--- config.mk ---
export PLATFORM = sky130hd
export DESIGN_NAME = pipeline_result_sink
export DESIGN_NICKNAME = d
export VERILOG_FILES = /design/src/rtl/pipeline_result_sink.sv
export SDC_FILE = /design/constraint.sdc
export NUM_CORES = 1
export LEC_CHECK = 0
export CAP_MARGIN = 20
export CELL_PAD_IN_SITES_DETAIL_PLACEMENT = 1
export CELL_PAD_IN_SITES_GLOBAL_PLACEMENT = 1
export CORE_MARGIN = 10
export CORE_UTILIZATION = 40
export DETAILED_ROUTE_END_ITERATION = 16
export HOLD_SLACK_MARGIN = 0.15
export PLACE_DENSITY = 0.72
export SLEW_MARGIN = 20
export SYNTH_ARGS = -nofsm -noshare
export SYNTH_HDL_FRONTEND = slang
export SYNTH_SLANG_ARGS = --single-unit
--- constraint.sdc ---
create_clock -name clk -period 3.42 [get_ports clk]
set_clock_uncertainty 0.15 [all_clocks]
set_input_delay 0.342 -clock clk [delete_from_list [all_inputs] [get_ports clk]]
set_output_delay 0.342 -clock clk [all_outputs]
set_load 0.02 [all_outputs]
--- src/rtl/pipeline_result_sink.sv ---
// Result sink for a fixed-latency, valid-less arithmetic pipeline: a tag delay line
// qualifies F, and qualified results land in a first-word-fall-through FIFO.
module pipeline_result_sink #(
  parameter int N       = 10,
  parameter int LATENCY = 3,
  parameter int DEPTH   = 8,
  parameter int CNT_W   = 16
) (
  input  logic                       clk,
  input  logic                       rst_n,
  input  logic                       issue_valid,
  input  logic [N-1:0]               f_in,
  output logic [N-1:0]               out_data,
  output logic                       out_valid,
  input  logic                       out_ready,
  output logic [$clog2(DEPTH):0]     fill_level,
  output logic                       overflow,
  input  logic                       clear_overflow,
  output logic [CNT_W-1:0]           result_count
);
  localparam int AW = $clog2(DEPTH);

  // Stage 0 is the live strobe; stage LATENCY lines up with valid F.
  logic [LATENCY-1:0] tag;
  logic [LATENCY:0]   vld_pipe;
  logic               cap;

  assign vld_pipe = {tag, issue_valid};
  assign cap      = vld_pipe[LATENCY];

  always_ff @(posedge clk) begin
    if (!rst_n) tag <= '0;
    else        tag <= vld_pipe[LATENCY-1:0];
  end

  logic [N-1:0] mem [DEPTH];
  logic [AW:0]  wr_ptr, rd_ptr;
  logic         full, empty, pop, push, drop;

  assign empty = (wr_ptr == rd_ptr);
  assign full  = (wr_ptr[AW-1:0] == rd_ptr[AW-1:0]) && (wr_ptr[AW] != rd_ptr[AW]);
  assign pop   = out_valid && out_ready;
  // A full FIFO still accepts when the head leaves on the same edge.
  assign push  = cap && (!full || pop);
  assign drop  = cap && full && !pop;

  assign out_valid  = !empty;
  assign out_data   = mem[rd_ptr[AW-1:0]];
  assign fill_level = wr_ptr - rd_ptr;

  always_ff @(posedge clk) begin
    if (rst_n && push) mem[wr_ptr[AW-1:0]] <= f_in;
  end

  always_ff @(posedge clk) begin
    if (!rst_n) begin
      wr_ptr       <= '0;
      rd_ptr       <= '0;
      overflow     <= 1'b0;
      result_count <= '0;
    end else begin
      if (push) begin
        wr_ptr       <= wr_ptr + 1'b1;
        result_count <= result_count + 1'b1;
      end
      if (pop) rd_ptr <= rd_ptr + 1'b1;
      if (drop)                overflow <= 1'b1;
      else if (clear_overflow) overflow <= 1'b0;
    end
  end
endmodule
==> impl_results.md, run 1 <==
- DIE WIDTH: 125.7 µm
- Worst IR Drop VDD: 0.1893 mV
- Pre-CTS WS: 0.4345 ns
- Initial Util: 0.4101
- GP Congestion: 0.7473
- EDFF count, synth: 80
- First-pass GRT wire length: 15570 µm
- Via count: 2566
- Relative slew slack: 0.2754
- P_sw: 0.5271 mW
- Crit path launch type: flip-flop
- WL/cell: 19.33 µm
- DRT antenna net count: 0
- Final Critical Period: 2.958 ns
- Syn-to-layout area delta: 19.53%
- Initial antenna violation count: 0
- H-tree depth: 3
- Final setup viols: 0
- Status: finished clean
- TritonCTS clock tree: yes
- CP endpoint kind: output pin
- Most frequent cell after synthesis: edfxtp_1
- Syn Inst Count: 282
- Routed length on met2: 4977 µm
- Largest net degree at the start of global routing: 21
- Kind of critical path: flip-flop to output pin
- R2R depth: 6
- # nets final: 364
- Drt drc: 0
- Least-Margin Pin Slew: 1.083 ns
- Max Clk Rate: 338.1 MHz
- Logic pwr share: 0.068
- R2r setup slk: 0.47 ns
- GRT Overall Usage: 0.1219
- Switching Fraction: 0.2265
- Worst skew pair latency: 0.36 ns
- Setup Fix Bufs, Post-CTS: 0
- Rows: 38
- Leakage: 1.717 nW
- Flop pwr share: 0.622
- Sink Count: 111
- Highest Signal Layer: met4
- Post-synthesis cell area: 0.004466 mm²
- CTS clk-pin slew, worst paths: 0.11 ns
- WL met1: 3993 µm
- Power per Cell Area: 436.0 mW/mm²
- Layout cell share with drive strength beyond 1: 0.1787
- Clk root buf: clkbuf_8
- Syn nets: 304
- Area leader, netlist: edfxtp_1
- Crit path max fanout: 20
- Via density: 5.269
- Reg-to-Reg Start: wr_ptr[0]
- Synth warn: 0
- Post-synthesis sequential area ratio: 0.6769
- Number of diodes: 0
- Number of buffers created by CTS: 9
- Final wirelength: 9413 µm
- Pint: 1.800 mW
- Syn_area_per_cell: 15.84 µm²
- Max clock buf depth: 2
- Most instantiated cells after synthesis: edfxtp_1, dfxtp_1, mux4_2
- RSZ-0062 raised after global routing: false
- DRT iter0 DRCs: 163
- Seq cells post-synth: 111
- Max Slew Vio Count: 0
- Hold endpoint: tag[1]
- Tcrit/Tclk final: 0.8649
- Core ar.: 0.01089 mm²
- Vias in the first global route: 2851
- Clk pwr share: 0.310
- Ys flop type: edfxtp_1
- CTS Hold Bufs: 0
- Cts repair resizes: 0
- HP Class: flip-flop to flip-flop
- Reg2reg end: mem[3][2]
- Met3 WL: 422 µm
- Setup WS post-layout: 0.4619 ns
- Yosys top cell area share: 0.5380
- Grt ovf: 0
- Fraction of registers with async set/reset: 0
- Unique masters post-synth: 40
- Total Die Area: 0.01579 mm²
- DIE HEIGHT: 125.7 µm
- Maxcap violations: 0
- I/O pin cnt: 47
- Hold Fails Final Rpt: 0
- Synth top area cells: edfxtp_1, dfxtp_1, mux4_2
- Critical path arrival: 2.47 ns
- DRT Pass-1 Iters: 4
- Setup_tns: 0 ns
- Worst path required time: 2.93 ns
- Hold Path Depth: 1
- DP HPWL: 6396 µm
- Buffers on Ports: 46
- Worst Min Path Start: tag[0]
## logic make-up after synthesis
kind of cell / synth area share
AND/OR/NAND/NOR: 0.07762
AO/OA/AOI/OAI: 0.04791
buffers and inverters: 0.01737
XOR/XNOR: 0.02382
multiplexers: 0.1351
adder cells (fa/ha/maj): 0.02129
flip-flops: 0.6769
## worst max path at each step
stage / start / end / slack, ns / cells past startpoint
after global routing: wr_ptr[0] / mem[3][2] / 0.34 / 6
after global placement: wr_ptr[0] / mem[2][4] / 0.57 / 6
after CTS: flip-flop / out_data[7] / 0.41 / 4
after detailed placement: wr_ptr[0] / mem[3][9] / 0.43 / 6
after floorplan: wr_ptr[0] / mem[4][0] / 0.46 / 6
final: flip-flop / out_data[7] / 0.46 / 4
## sequential cells by signal (all words and copies together) (netlist names), named ones only
| signal | flops |
|---|---|
| mem | 80 |
| overflow | 1 |
| rd_ptr | 4 |
| result_count | 16 |
| tag | 3 |
| wr_ptr | 4 |
## power by group through the flow
stage                     sequential (mW)  combinational, mW  clock (mW)
final                                1.45              0.158       0.721
after global routing                 1.45              0.172       0.800
after CTS                            1.45              0.161       0.756
after detailed placement             1.48              0.161           0
after global placement               1.48              0.157           0
after floorplan                      1.48             0.0871           0
## cells in the final DEF (no fill, tap or decap), drive strengths merged, types with 4 or more instances in the layout
| cell type | count |
|---|---|
| o21ai | 12 |
| mux2 | 10 |
| edfxtp | 80 |
| xor2 | 4 |
| clkinv | 5 |
| xnor2 | 6 |
| and2 | 4 |
| mux2i | 4 |
| o211ai | 5 |
| clkdlybuf4s50 | 46 |
| or4 | 4 |
| dfxtp | 31 |
| nor3 | 4 |
| ha | 6 |
| buf | 11 |
| a21oi | 14 |
| nand2 | 10 |
| clkbuf | 10 |
| nand3 | 7 |
| nor2 | 16 |
| inv | 12 |
| or3 | 10 |
| mux4 | 20 |
## critical path: stages, from the launching register on
cell             delay (ns)
dfxtp_1                0.32
buf_4                  0.36
mux4_2                 0.58
mux2_2                 0.29
clkdlybuf4s50_1        0.54
## metal layers
layer / vias up / track usage
met5: - / 0
met4: 0 / 0.02439
met3: 2 / 0.03607
met2: 42 / 0.2152
met1: 1313 / 0.1439
li1: 1209 / -
## area by class of cell
cell class                 instances  area, µm²
clock inverter                     6      56.30
tap                              140      175.2
clock buffer                      10      127.6
inverter                          11      41.29
fill                            1067       5550
sequential                       111       3023
multi-input combinational        152       1371
timing repair buffer              57      543.0
## per-stage QoR
step / hold slack [ns] / std cells / area, µm² / utilization / power [mW]
2_1_floorplan: 0.2618 / 282 / 4466 / - / 1.566
3_3_place_gp: 0.2716 / 471 / 5154 / 0.4733 / 1.636
3_5_place_dp: 0.2753 / 471 / 5154 / 0.4733 / 1.640
4_1_cts: 0.3031 / 487 / 5338 / 0.4902 / 2.367
5_1_grt: 0.3179 / 487 / 5338 / 0.4902 / 2.422
6_report: 0.2976 / 487 / 5338 / 0.4902 / 2.327
No activity file was read; power rests on OpenSTA's default activity.
==> run 2, diff against run 1 <==
--- a/config.mk
+++ b/config.mk
@@ -9,10 +9,10 @@
 export CELL_PAD_IN_SITES_DETAIL_PLACEMENT = 1
 export CELL_PAD_IN_SITES_GLOBAL_PLACEMENT = 1
 export CORE_MARGIN = 10
-export CORE_UTILIZATION = 40
+export CORE_UTILIZATION = 47
 export DETAILED_ROUTE_END_ITERATION = 16
 export HOLD_SLACK_MARGIN = 0.15
-export PLACE_DENSITY = 0.72
+export PLACE_DENSITY = 0.82
 export SLEW_MARGIN = 20
 export SYNTH_ARGS = -nofsm -noshare
 export SYNTH_HDL_FRONTEND = slang
==> run 2 against run 1 <==
Worst setup slack got worse by 0.099 ns. Register-to-register slack got worse by 0.11 ns. Hold slack improved by 0.0013 ns. Routed wire length rose by 3.9%. Utilization rose by 8.6 points. Fmax fell by 3.2%. First-iteration DRC count fell by 17%. Via count fell by 1.6%. Global-route usage rose by 2.1 points.
==> impl_results.md, run 2 (same netlist as run 1, synthesis figures left out) <==
- Max Slew Vio Count: 0
- Most frequent cells in the layout: edfxtp_1, clkdlybuf4s50_1, dfxtp_1
- CP endpoint kind: flip-flop
- HP Class: flip-flop to flip-flop
- Hold Fails Final Rpt: 0
- Drt drc: 0
- Setup_tns: 0 ns
- Max clock buf depth: 2
- DRT antenna net count: 0
- H-tree depth: 3
- CTS clk-pin slew, worst paths: 0.10 ns
- Crit path launch type: flip-flop
- Layout cell share with drive strength beyond 1: 0.1734
- Setup Fix Bufs, Post-CTS: 0
- Power per Cell Area: 445.0 mW/mm²
- Sink Count: 111
- Maxcap violations: 0
- Cts repair resizes: 0
- First-pass GRT wire length: 15850 µm
- Worst Min Path Start: tag[0]
- Core ar.: 0.009240 mm²
- Max reg flops: 80
- DIE WIDTH: 117.5 µm
- Reg-to-Reg Start: wr_ptr[0]
- DP HPWL: 6774 µm
- Leakage: 1.703 nW
- Least-Margin Pin Slew: 1.064 ns
- # nets final: 363
- GP Congestion: 0.7349
- GRT Overall Usage: 0.1429
- Most common cell after layout, fill and taps aside: edfxtp_1
- Layout filler cell count: 867
- Grt ovf: 0
- Status: finished clean
- Vias in the first global route: 2803
- TritonCTS clock tree: yes
- Number of diodes: 0
- Initial antenna violation count: 0
- RSZ-0062 raised after global routing: false
- Final Critical Period: 3.057 ns
- Tcrit/Tclk final: 0.8940
- DIE HEIGHT: 117.5 µm
- Clk root buf: clkbuf_8
- Kind of critical path: flip-flop to flip-flop
- R2r setup slk: 0.36 ns
- DRT iter0 DRCs: 135
- Hold endpoint: tag[1]
- CTS Hold Bufs: 0
- R2R depth: 6
- Via count: 2524
- WL/cell: 20.60 µm
- Rows: 35
- Worst IR Drop VDD: 0.2464 mV
- Number of buffers created by CTS: 9
- Worst skew pair latency: 0.36 ns
- Final wirelength: 9783 µm
- Hold Path Depth: 1
- Crit path max fanout: 10
- Critical path arrival: 2.89 ns
- Via density: 5.314
- Final setup viols: 0
- Relative slew slack: 0.2879
- Largest net degree at the start of global routing: 21
- Max Clk Rate: 327.1 MHz
- Syn-to-layout area delta: 19.19%
- I/O pin cnt: 47
- DRT Pass-1 Iters: 4
- Hold_ws: 0.2989 ns
- Buffers on Ports: 46
- Initial Util: 0.4833
- Reg2reg end: mem[1][2]
- Total Die Area: 0.01380 mm²
- Worst path required time: 3.25 ns
-- run 2: cell count changes in the layout (fill, tap and decap cells not counted) --
cell | previous run | this run
clkinv_2 | 1 | 0
clkinv_4 | 3 | 1
clkbuf_1 | 1 | 2
buf_4 | 11 | 10
clkinv_8 | 1 | 0
bufinv_16 | 0 | 1
clkinvlp_4 | 0 | 2
clkinvlp_2 | 0 | 1
inv_6 | 1 | 0
-- run 2: report_power, final --
part	internal [mW]	switching [mW]	leakage, nW
Combinational	0.0789	0.0807	0.648
Sequential	1.44	0.00469	0.970
Clock	0.339	0.422	0.0857
Total	1.86	0.507	1.70
-- run 2: layer usage --
| metal | global-route usage | wire length [µm] |
|---|---|---|
| met5 | 0 | 0 |
| met3 | 0.04988 | 553 |
| met1 | 0.1743 | 4184 |
| met4 | 0.02473 | 79 |
| met2 | 0.2416 | 4965 |
-- run 2: how the worst max path moves through the flow --
stage / from / endpoint / slack (ns) / cells after the start
final: wr_ptr[0] / mem[1][2] / 0.36 / 6
after detailed placement: wr_ptr[0] / mem[1][7] / 0.29 / 6
after global routing: wr_ptr[0] / mem[1][4] / 0.13 / 6
after global placement: wr_ptr[0] / mem[3][5] / 0.56 / 6
after CTS: wr_ptr[0] / mem[1][2] / 0.29 / 6
after floorplan: wr_ptr[0] / mem[4][0] / 0.46 / 6
-- run 2: critical path, cell delays in order, from the launching register on --
cell,delay (ns)
dfxtp_1,0.48
inv_1,0.13
ha_1,0.34
nand4b_1,0.26
o21ai_2,0.20
or2_1,0.31
nor2_1,0.81
-- run 2: cell type report --
cell class | instances | area [µm²] | area share
inverter | 11 | 41.29 | 0.007757
sequential | 111 | 3023 | 0.5679
timing repair buffer | 56 | 535.5 | 0.1006
clock buffer | 11 | 131.4 | 0.02468
multi-input combinational | 152 | 1371 | 0.2576
clock inverter | 5 | 58.81 | 0.01105
tap | 129 | 161.4 | 0.03032
-- run 2: metrics by stage --
step | power (mW) | area, µm² | util | worst slack [ns] | instances
2_1_floorplan | 1.566 | 4466 | - | 0.4630 | 282
3_3_place_gp | 1.636 | 5132 | 0.5555 | 0.5565 | 459
3_5_place_dp | 1.642 | 5132 | 0.5555 | 0.2918 | 459
4_1_cts | 2.397 | 5323 | 0.5760 | 0.2921 | 475
5_1_grt | 2.453 | 5323 | 0.5760 | 0.1273 | 475
6_report | 2.369 | 5323 | 0.5760 | 0.3626 | 475
